**config.mk**
```make
export PLATFORM = sky130hd
export DESIGN_NAME = cache_rd_arbiter
export DESIGN_NICKNAME = d
export VERILOG_FILES = /design/src/rtl/cache_rd_arbiter_pkg.sv /design/src/rtl/cache_arb_pick.sv /design/src/rtl/cache_rd_arbiter.sv
export SDC_FILE = /design/constraint.sdc
export NUM_CORES = 1
export LEC_CHECK = 0
export CAP_MARGIN = 0
export CELL_PAD_IN_SITES_DETAIL_PLACEMENT = 1
export CELL_PAD_IN_SITES_GLOBAL_PLACEMENT = 1
export CORE_AREA = 3 3 139 141
export CTS_BUF_LIST = sky130_fd_sc_hd__clkbuf_4 sky130_fd_sc_hd__clkbuf_8
export DETAILED_ROUTE_END_ITERATION = 8
export DIE_AREA = 0 0 142 144
export GPL_TIMING_DRIVEN = 0
export PLACE_DENSITY_LB_ADDON = 0.1
export REMOVE_ABC_BUFFERS = 1
export SYNTH_ARGS = -nofsm -noshare
export SYNTH_HDL_FRONTEND = slang
export SYNTH_SLANG_ARGS = --single-unit
```
**constraint.sdc**
```tcl
create_clock -name clk -period 2.15 [get_ports clk]
set_input_delay 0.43 -clock clk [delete_from_list [all_inputs] [get_ports clk]]
set_output_delay 0.43 -clock clk [all_outputs]
set_load 0.01 [all_outputs]
```
**src/rtl/cache_rd_arbiter_pkg.sv**
```systemverilog
// Shared types for the cache refill read arbiter: FSM state encoding and requester IDs.
package cache_rd_arbiter_pkg;

    localparam int unsigned LINE_OFFSET_W = 4;

    typedef enum logic [1:0] {
        ARB_IDLE  = 2'b00,
        ARB_ISSUE = 2'b01,
        ARB_WAIT  = 2'b10
    } arb_state_e;

    localparam logic ARB_DCACHE = 1'b0;
    localparam logic ARB_ICACHE = 1'b1;

endpackage

```
**src/rtl/cache_arb_pick.sv**
```systemverilog
// Combinational 2-way requester picker; fixed priority DCache over ICache,
// or round-robin on ties when CACHE_ARB_RR_EN is defined.
module cache_arb_pick
    import cache_rd_arbiter_pkg::*;
(
    input  logic req0,
    input  logic req1,
    input  logic rr_last,
    output logic any,
    output logic winner
);

    assign any = req0 | req1;

`ifdef CACHE_ARB_RR_EN
    // On a tie the requester not served last time wins.
    always_comb begin
        winner = req0 ? ARB_DCACHE : ARB_ICACHE;
        if (req0 && req1) begin
            winner = ~rr_last;
        end
    end
`else
    logic unused_rr_last;
    assign unused_rr_last = rr_last;
    assign winner         = req0 ? ARB_DCACHE : ARB_ICACHE;
`endif

endmodule

```
**src/rtl/cache_rd_arbiter.sv**
```systemverilog
// Shares one cache-line read port between the DCache and ICache refill engines.
// Optional round-robin tie-break via CACHE_ARB_RR_EN.
module cache_rd_arbiter
    import cache_rd_arbiter_pkg::*;
#(
    parameter int unsigned ADDR_W    = 32,
    parameter int unsigned LINE_W    = 128,
    parameter int unsigned TO_CYCLES = 1023
) (
    input  logic              clk,
    input  logic              rst,
    input  logic              req0,
    input  logic [ADDR_W-1:0] addr0,
    output logic              ret_valid0,
    input  logic              req1,
    input  logic [ADDR_W-1:0] addr1,
    output logic              ret_valid1,
    output logic [LINE_W-1:0] ret_data,
    output logic              mem_rd_req,
    output logic [ADDR_W-1:0] mem_rd_addr,
    input  logic              mem_rd_rdy,
    input  logic              mem_ret_valid,
    input  logic [LINE_W-1:0] mem_ret_data,
    output logic              grant,
    output logic              busy,
    output logic              err_timeout
);

    localparam int unsigned CNT_W   = $clog2(TO_CYCLES + 1);
    localparam int unsigned TAG_W   = ADDR_W - LINE_OFFSET_W;
    localparam logic [CNT_W-1:0] CNT_MAX  = CNT_W'(TO_CYCLES);
    localparam logic [CNT_W-1:0] CNT_LAST = CNT_W'(TO_CYCLES - 1);

    arb_state_e       state;
    arb_state_e       state_nxt;
    logic             pick_any;
    logic             pick_winner;
    logic             rr_last;
    logic             take;
    logic             ret_hit;
    logic [TAG_W-1:0] sel_line;
    logic [CNT_W-1:0] wait_cnt;
    logic             unused_offset;

    cache_arb_pick u_pick (
        .req0    (req0),
        .req1    (req1),
        .rr_last (rr_last),
        .any     (pick_any),
        .winner  (pick_winner)
    );

    assign take          = (state == ARB_IDLE) && pick_any;
    assign sel_line      = (pick_winner == ARB_ICACHE) ? addr1[ADDR_W-1:LINE_OFFSET_W]
                                                       : addr0[ADDR_W-1:LINE_OFFSET_W];
    assign unused_offset = ^{addr0[LINE_OFFSET_W-1:0], addr1[LINE_OFFSET_W-1:0]};

`ifdef CACHE_ARB_RR_EN
    always_ff @(posedge clk) begin
        if (rst) begin
            rr_last <= 1'b1;
        end else if (take) begin
            rr_last <= pick_winner;
        end
    end
`else
    assign rr_last = 1'b1;
`endif

    always_ff @(posedge clk) begin
        if (rst) begin
            state <= ARB_IDLE;
        end else begin
            state <= state_nxt;
        end
    end

    always_comb begin
        state_nxt = state;
        case (state)
            ARB_IDLE:  if (pick_any)      state_nxt = ARB_ISSUE;
            ARB_ISSUE: if (mem_rd_rdy)    state_nxt = ARB_WAIT;
            ARB_WAIT:  if (mem_ret_valid) state_nxt = ARB_IDLE;
            default:                      state_nxt = ARB_IDLE;
        endcase
    end

    assign busy       = (state != ARB_IDLE);
    assign mem_rd_req = (state == ARB_ISSUE);

    // Return path: a line is only accepted while waiting for it.
    assign ret_hit    = (state == ARB_WAIT) && mem_ret_valid;
    assign ret_valid0 = ret_hit && (grant == ARB_DCACHE);
    assign ret_valid1 = ret_hit && (grant == ARB_ICACHE);
    assign ret_data   = mem_ret_data;

    // Owner, line-aligned address, wait counter and sticky timeout flag.
    always_ff @(posedge clk) begin
        if (rst) begin
            grant       <= ARB_DCACHE;
            mem_rd_addr <= '0;
            wait_cnt    <= '0;
            err_timeout <= 1'b0;
        end else begin
            if (take) begin
                grant       <= pick_winner;
                mem_rd_addr <= {sel_line, LINE_OFFSET_W'(0)};
            end
            if ((state == ARB_ISSUE) && mem_rd_rdy) begin
                wait_cnt <= '0;
            end else if ((state == ARB_WAIT) && (wait_cnt != CNT_MAX)) begin
                wait_cnt <= wait_cnt + CNT_W'(1);
            end
            if ((state == ARB_WAIT) && !mem_ret_valid && (wait_cnt == CNT_LAST)) begin
                err_timeout <= 1'b1;
            end
        end
    end

endmodule

```
==> results of run 1 <==
## worst min-delay path by stage
stage,start,endpoint
final,mem_rd_addr[10],mem_rd_addr[10]
after global routing,mem_rd_addr[13],mem_rd_addr[13]
after CTS,rst,err_timeout
after detailed placement,err_timeout,err_timeout
after global placement,err_timeout,err_timeout
after floorplan,wait_cnt[3],wait_cnt[3]
## per-stage QoR
| stage | util | hold WS (ps) | power (mW) |
|---|---|---|---|
| finish | 0.187 | 507 | 2.04 |
| CTS | 0.187 | 500 | 2.09 |
| floorplan | - | 473 | 1.13 |
| global route | 0.187 | 524 | 2.15 |
| global placement | 0.179 | 481 | 1.48 |
| detailed placement | 0.182 | 477 | 1.49 |
## cells by family after synthesis
group	after synthesis	share of synthesized area
buffers and inverters	151	0.357
AO/OA/AOI/OAI	47	0.149
multiplexers	30	0.0978
adder cells (fa/ha/maj)	2	0.00815
other	1	0.00122
AND/OR/NAND/NOR	69	0.111
XOR/XNOR	1	0.00285
flip-flops	42	0.274
## power breakdown
group          switching [mW]  internal (mW)
clock                   0.326          0.249
sequential             0.0406          0.845
combinational           0.266          0.315
## final cells by class
class	instances	area, µm²
Clock buffer	6	82.6
Fill cell	2086	14700
Inverter	5	18.8
Multi-Input combinational cell	153	1150
Sequential cell	42	843
Tap cell	229	287
Timing Repair Buffer	98	998
## critical path: cells and delay by family
family        cells  cell delay, ps
buf+inv           3             890
simple gates      1             220
## state kept, by name, indices dropped and copies added (netlist names)
| signal | count |
|---|---|
| err_timeout | 1 |
| grant | 1 |
| mem_rd_addr | 28 |
| state | 2 |
| wait_cnt | 10 |
## per-layer routing
metal / part of all wire / vias up / wire (µm) / GRT usage
met5: 0.0058 / - / 181 / 0.0646
met3: 0.26 / 45 / 8310 / 0.388
met2: 0.54 / 369 / 17100 / 0.578
met1: 0.15 / 1044 / 4720 / 0.122
met4: 0.036 / 6 / 1120 / 0.0763
li1: - / 957 / - / -
## Yosys cell counts
library cell and instances:
or3_1 1, and4b_1 2, a21oi_1 4, a2111oi_0 1
inv_1 5, and2_1 2, buf_1 1, o31ai_1 1
and4_1 1, o21ai_1 2, o21a_1 2, o31ai_4 1
mux2i_1 30, nand4b_1 1, buf_2 5, and4_4 1
a41oi_1 2, and3b_1 1, and3_1 1, nand3_1 5
buf_4 135, xnor2_1 1, nor2_1 32, a211oi_1 10
ha_1 2, nor2b_1 1, clkbuf_1 3, nand2_1 8
nor3_1 5, a211oi_2 21, conb_1 1, nand2b_1 1
nor2_2 1, and2b_1 1, buf_6 2, or2_2 1
dfxtp_1 42, nand4_1 3, a31oi_1 3, or2_1 1
## what timing repair did
item	in CTS	in global routing
setup buffers	0	0
hold buffers	0	0
setup endpoints to repair	2	0
resized for setup	6	0
==> flow_summary.toml, run 1 <==
[run_status]
outcome = "completed"

[clock_network]
cts_tree = "yes"
h-tree-depth = 2
cts_inserted_buffers = 5
worstSkewPairLatency_ps = 320
cts_root_buffer = "clkbuf_8"
cts.reportedPaths.clkPinSlew_ps = 90
cts.sinks = 42
cts_buffer_depth = 2

[sta]
fin_crit_sh = 0.917
relSlewSlack = 0.458
setup_viol = 0
grt_setup_unrepaired = "no"
clock_skew_ps = 5.13
worst_pin_slew_ps = 813
fin_crit_ps = 1970
tns_ps = 0
report.final.slew_viol_count = 0
max_freq_mhz = 507
setup_ws_ps = 179
final_hold_viol_count = 0

[routing]
vias = 2421
wire_per_inst_um = 59.0
ant_nets = 0
first_pass_iters = 4
drtIter0Drc = 198
drt_wl_total_um = 31500
drc = 0
viasPerCell = 4.54

[worst_setup_path]
cpMaxStageDelayCell = "clkdlybuf4s50_1"
crit_arrival_ps = 1540
crit_end = "ret_valid0"
cp_cell_sequence = "clkdlybuf4s50_1, inv_1, nor3_1, dlygate4sd2_1"
path_class = "in -> out"
crit_required_ps = 1720
crit_start = "mem_ret_valid"
reg2reg_to = "mem_rd_addr[7]"
path_max_fanout = 3
start_kind = "input port"
r2r_start = "state[1]"
endpoint_kind = "output pin"
slowest_delay_ps = 500
rr_worst_depth = 5
reg2reg_slack_ps = 230

[layout]
area_growth_pct = 10.1
layout_common_cells = "91 x clkdlybuf4s50_1, 40 x dfxtp_1, 32 x nor2_1, 30 x mux2i_1, 21 x a211oi_2"
layout-drive-gt1-share = 0.132
instances_no_fill = 533
final_area_um2 = 3380
insertedDiodeCount = 0
final_common_cell = "clkdlybuf4s50_1"
layout.nets = 505

[synthesis]
ys_warn_count = 0
ys_seq_area_frac = 0.274
synth_cell_types = 40
yosysTopAreaCell = "buf_4"
synth_top_area_share = 0.330
synth_area_um2 = 3070
synth_area_leaders = "buf_4 33%, dfxtp_1 27%, mux2i_1 9.8%, a211oi_2 8.6%, nor2_1 3.9%"
ys_ff_latch = 42
syn-mean-instance-area_um2 = 8.95
synthCells = 343

[place]
place_ws_ps = -139
place_hpwl_um = 29400
port_buffers = 95
gp_congestion = 1.12
dpl.cell_count = 527
place_area_um2 = 3290

[hold_path]
hold_class = "reg -> reg"
whs_path_depth = 2

[die]
die_h_um = 144
core_area_um2 = 18100
initial_core_util = 0.170
die-width_um = 142
die_area_um2 = 20400
fp-row-count = 49
io_pins = 364

[grt]
grt_overflow = 0
grt_pass1_wl_um = 36700
track_usage = 0.297
antenna_found_initial = 0
grt_pass1_vias = 2331
grt_max_degree = 30

[pwr]
powerDensity_nw_per_um2 = 604
leakage_nw = 1.23
vdd_drop_max_mv = 0.165

[job]
max-cap-violations = 0
Power figures use the tool's default switching activity.
==> run 2, diff against run 1 <==
SETUP_SLACK_MARGIN = 0.3   (was not set)
==> flow_summary.toml, run 2 (synthesized netlist as in run 1, its figures left out) <==
[routing]
wire_per_inst_um = 59.0
routed.top_layer = "met5"
first_pass_iters = 4
route.met2.wl_um = 17000
wl_met3_um = 8180
drt_wl_total_um = 31500
wl_met1_um = 4890
drc = 0
ant_nets = 0
viasPerCell = 4.54
drtIter0Drc = 158
vias = 2419

[die]
initial_core_util = 0.170
fp-row-count = 49
io_pins = 364
die_h_um = 144
die-width_um = 142
die_area_um2 = 20400
core_area_um2 = 18100

[clock_network]
cts_tree = "yes"
worstSkewPairLatency_ps = 320
cts.reportedPaths.clkPinSlew_ps = 90
cts_inserted_buffers = 5
cts.sinks = 42
hold_buffers = 0
h-tree-depth = 2
cts_buffer_depth = 2
cts_root_buffer = "clkbuf_8"
cts_setup_buffers = 0

[worst_setup_path]
critPathBufInv = 1
path_delay_family = "simple AND/OR/NAND/NOR gates"
cpMaxStageDelayCell = "dfxtp_2"
endpoint_kind = "output pin"
start_kind = "flip-flop"
cp_cell_sequence = "and2b_4, and3_1, clkbuf_2"
path_max_fanout = 8
path_class = "reg -> out"
crit_arrival_ps = 1350
slowest_delay_ps = 370
crit_required_ps = 1720

[sta]
final_hold_viol_count = 0
fin_crit_sh = 0.829
grt_setup_unrepaired = "yes"
clock_skew_ps = 5.33
report.final.slew_viol_count = 0
setup_viol = 0
hold_ws_ps = 499
max_freq_mhz = 561
tns_ps = 0
fin_crit_ps = 1780

[grt]
grt_pass1_vias = 2316
grt_pass1_wl_um = 36700
antenna_found_initial = 0
grt_max_degree = 30
track_usage = 0.297
grt_overflow = 0

[place]
port_buffers = 95
place_hpwl_um = 29400
gp_congestion = 1.12
place_area_um2 = 3290

[pwr]
vdd_drop_max_mv = 0.164
powerDensity_nw_per_um2 = 601
leakage_nw = 1.24

[hold_path]
hold_class = "reg -> reg"

[layout]
final_util = 0.188
fillers = 2085
insertedDiodeCount = 0
layout.nets = 505
area_growth_pct = 10.6
largest_reg_flops = 28
top_register = "mem_rd_addr"
layout_common_cells = "89 x clkdlybuf4s50_1, 40 x dfxtp_1, 32 x nor2_1, 30 x mux2i_1, 22 x a211oi_2"
reg_top3 = "mem_rd_addr (28), wait_cnt (10), state (2)"
layout-drive-gt1-share = 0.148
final_common_cell = "clkdlybuf4s50_1"
final_area_um2 = 3400

[run_status]
outcome = "completed"

[job]
max-cap-violations = 0
==> run 2: area by class of cell <==
class                      instances  area, µm²  share of cell area
inverter                           5       18.8             0.00552
tap                              229        287              0.0843
clock buffer                       6       82.6              0.0243
sequential                        42        846               0.249
multi-input combinational        153       1170               0.345
timing repair buffer              98        992               0.292
==> run 2: power breakdown <==
part	switching, mW	internal (mW)
Sequential	0.0416	0.845
Combinational	0.265	0.315
Clock	0.325	0.249
Total	0.632	1.41
==> run 2: routing by layer <==
layer / track usage / vias up
li1: - / 952
met3: 0.385 / 35
met1: 0.125 / 1053
met4: 0.0778 / 4
met5: 0.0478 / -
met2: 0.578 / 375
==> run 2: through the flow <==
stage	setup WS [ps]	std cells	total power, mW
after CTS	223	533	2.09
after global placement	-2780	524	1.48
after floorplan	-21.5	200	1.13
after global routing	292	533	2.15
final	367	533	2.04
after detailed placement	-139	527	1.49
==> run 2: repair_timing <==
action / 4_1_cts / 5_1_grt
pin swaps: 0 / 1
gates resized for setup: 12 / 7
setup endpoints to repair: 18 / 4
==> run 2: final timing paths <==
kind | from | endpoint | slack, ps | cells past startpoint
worst max-delay path | state[0] | ret_valid1 | 370 | 3
worst min-delay path | state[1] | state[0] | 500 | 1
worst min register to register | state[1] | state[0] | 500 | 1
worst max register to register | wait_cnt[1] | wait_cnt[8] | 420 | 5
==> run 3, diff against run 2 <==
CORE_AREA = not set   (was 3 3 139 141)
CORE_MARGIN = 3   (was not set)
CORE_UTILIZATION = 17   (was not set)
DIE_AREA = not set   (was 0 0 142 144)
clock period = 1.65 ns   (was 2.15 ns; I/O delays follow)
==> flow_summary.toml, run 3 (synthesized netlist as in run 1, its figures left out) <==
[routing]
viasPerCell = 4.55
drt_wl_total_um = 32400
ant_nets = 0
drc = 0
vias = 2583
wire_per_inst_um = 57.0
drtIter0Drc = 141
first_pass_iters = 4

[worst_setup_path]
crit_required_ps = 1320
path_class = "reg -> out"
start_kind = "flip-flop"
crit_arrival_ps = 1230
endpoint_kind = "output pin"
path_max_fanout = 6

[sta]
final_hold_viol_count = 0
hold_ws_ps = 320
clock_skew_ps = 7.80
report.final.slew_viol_count = 0
fin_crit_sh = 0.942
max_freq_mhz = 643
setup_viol = 0
fin_crit_ps = 1560
grt_setup_unrepaired = "yes"

[job]
max-cap-violations = 0

[grt]
antenna_found_initial = 0
grt_pass1_vias = 2552
grt_pass1_wl_um = 38200
grt_overflow = 0
track_usage = 0.315
grt_max_degree = 30

[layout]
reg_top3 = "mem_rd_addr (28), wait_cnt (10), state (2)"
final-seq-area_um2 = 866
multi_input_area_um2 = 1430
largest_reg_flops = 28
layout-drive-gt1-share = 0.394
area_growth_pct = 33.9
final_common_cell = "clkdlybuf4s50_1"
top_register = "mem_rd_addr"
fillers = 1955
insertedDiodeCount = 0
layout.nets = 542
layout_common_cells = "58 x clkdlybuf4s50_1, 32 x dfxtp_1, 30 x mux2i_1, 28 x a211oi_2, 24 x dlygate4sd2_1"

[clock_network]
cts_tree = "yes"
cts_buffer_depth = 2
cts.sinks = 42
worstSkewPairLatency_ps = 330
cts_inserted_buffers = 5
h-tree-depth = 2
cts_root_buffer = "clkbuf_8"
cts.reportedPaths.clkPinSlew_ps = 90

[place]
place_hpwl_um = 28900
gp_congestion = 0.963
port_buffers = 95

[run_status]
outcome = "completed"

[die]
die-width_um = 140
core_area_um2 = 17500
die_area_um2 = 19700
fp-row-count = 48
initial_core_util = 0.176
io_pins = 364
die_h_um = 140

[pwr]
powerDensity_nw_per_um2 = 775
power_mw = 3.19
vdd_drop_max_mv = 0.278
leakage_nw = 1.62

[hold_path]
hold_class = "in -> reg"
run 3: changes by cell type in the layout (fill, tap and decap cells not counted), sizes merged:
| cell | previous run | this run |
|---|---|---|
| buf | 6 | 44 |
| clkdlybuf4s50 | 89 | 58 |
| dlygate4sd2 | 1 | 24 |
| clkdlybuf4s15 | 0 | 5 |
| clkbuf | 7 | 9 |
| o21a | 2 | 4 |
| bufinv | 0 | 1 |
| dlymetal6s2s | 1 | 0 |
run 3: worst paths after layout:
path                             startpoint               to  slack, ps  cells past startpoint
worst max-delay path               state[0]       ret_valid1         90                      3
worst min register to register  err_timeout      err_timeout        490                      2
worst min-delay path                    rst         state[1]        320                      2
worst max register to register     state[0]  mem_rd_addr[21]        150                      9
run 3: where the power goes:
part	switching (mW)	leakage, nW	internal, mW	total, mW
Combinational	0.482	1.20	0.607	1.09
Sequential	0.0734	0.352	1.10	1.17
Clock	0.441	0.0593	0.487	0.928
run 3: critical path: stages (launching register included):
cell	delay [ps]
dfxtp_4	370
and2b_4	250
and3_4	180
buf_6	90
run 3: routing by layer:
layer / vias to the layer above / track usage / part of all wire
met5: - / 0.0276 / 0.0021
met4: 2 / 0.102 / 0.043
met3: 47 / 0.431 / 0.28
met2: 381 / 0.609 / 0.55
met1: 1115 / 0.115 / 0.13
li1: 1038 / - / -
run 3: area by class of cell:
type                       instances  share of cell area
sequential                        42               0.211
timing repair buffer             133               0.341
inverter                           5             0.00456
multi-input combinational        155               0.348
clock buffer                       7              0.0204
tap                              225              0.0685
clock inverter                     1             0.00730
run 3: per-stage QoR:
stage                     area (µm²)  setup TNS, ps  setup WS (ps)   util  std cells
after floorplan                 2010         -14340           -521      -        200
after global placement          3240        -102930          -3030  0.185        520
after detailed placement        3290         -13570           -563  0.188        523
after CTS                       3850              0           81.5  0.220        559
after global routing            4110              0           68.6  0.235        568
final                           4110              0           94.9  0.235        568
run 3: timing repair:
item | in CTS | in global routing
hold buffers | 0 | 0
gates cloned | 5 | 1
resized for setup | 98 | 61
pin swaps | 21 | 23
setup buffers | 23 | 8
endpoints found under the setup margin | 71 | 48
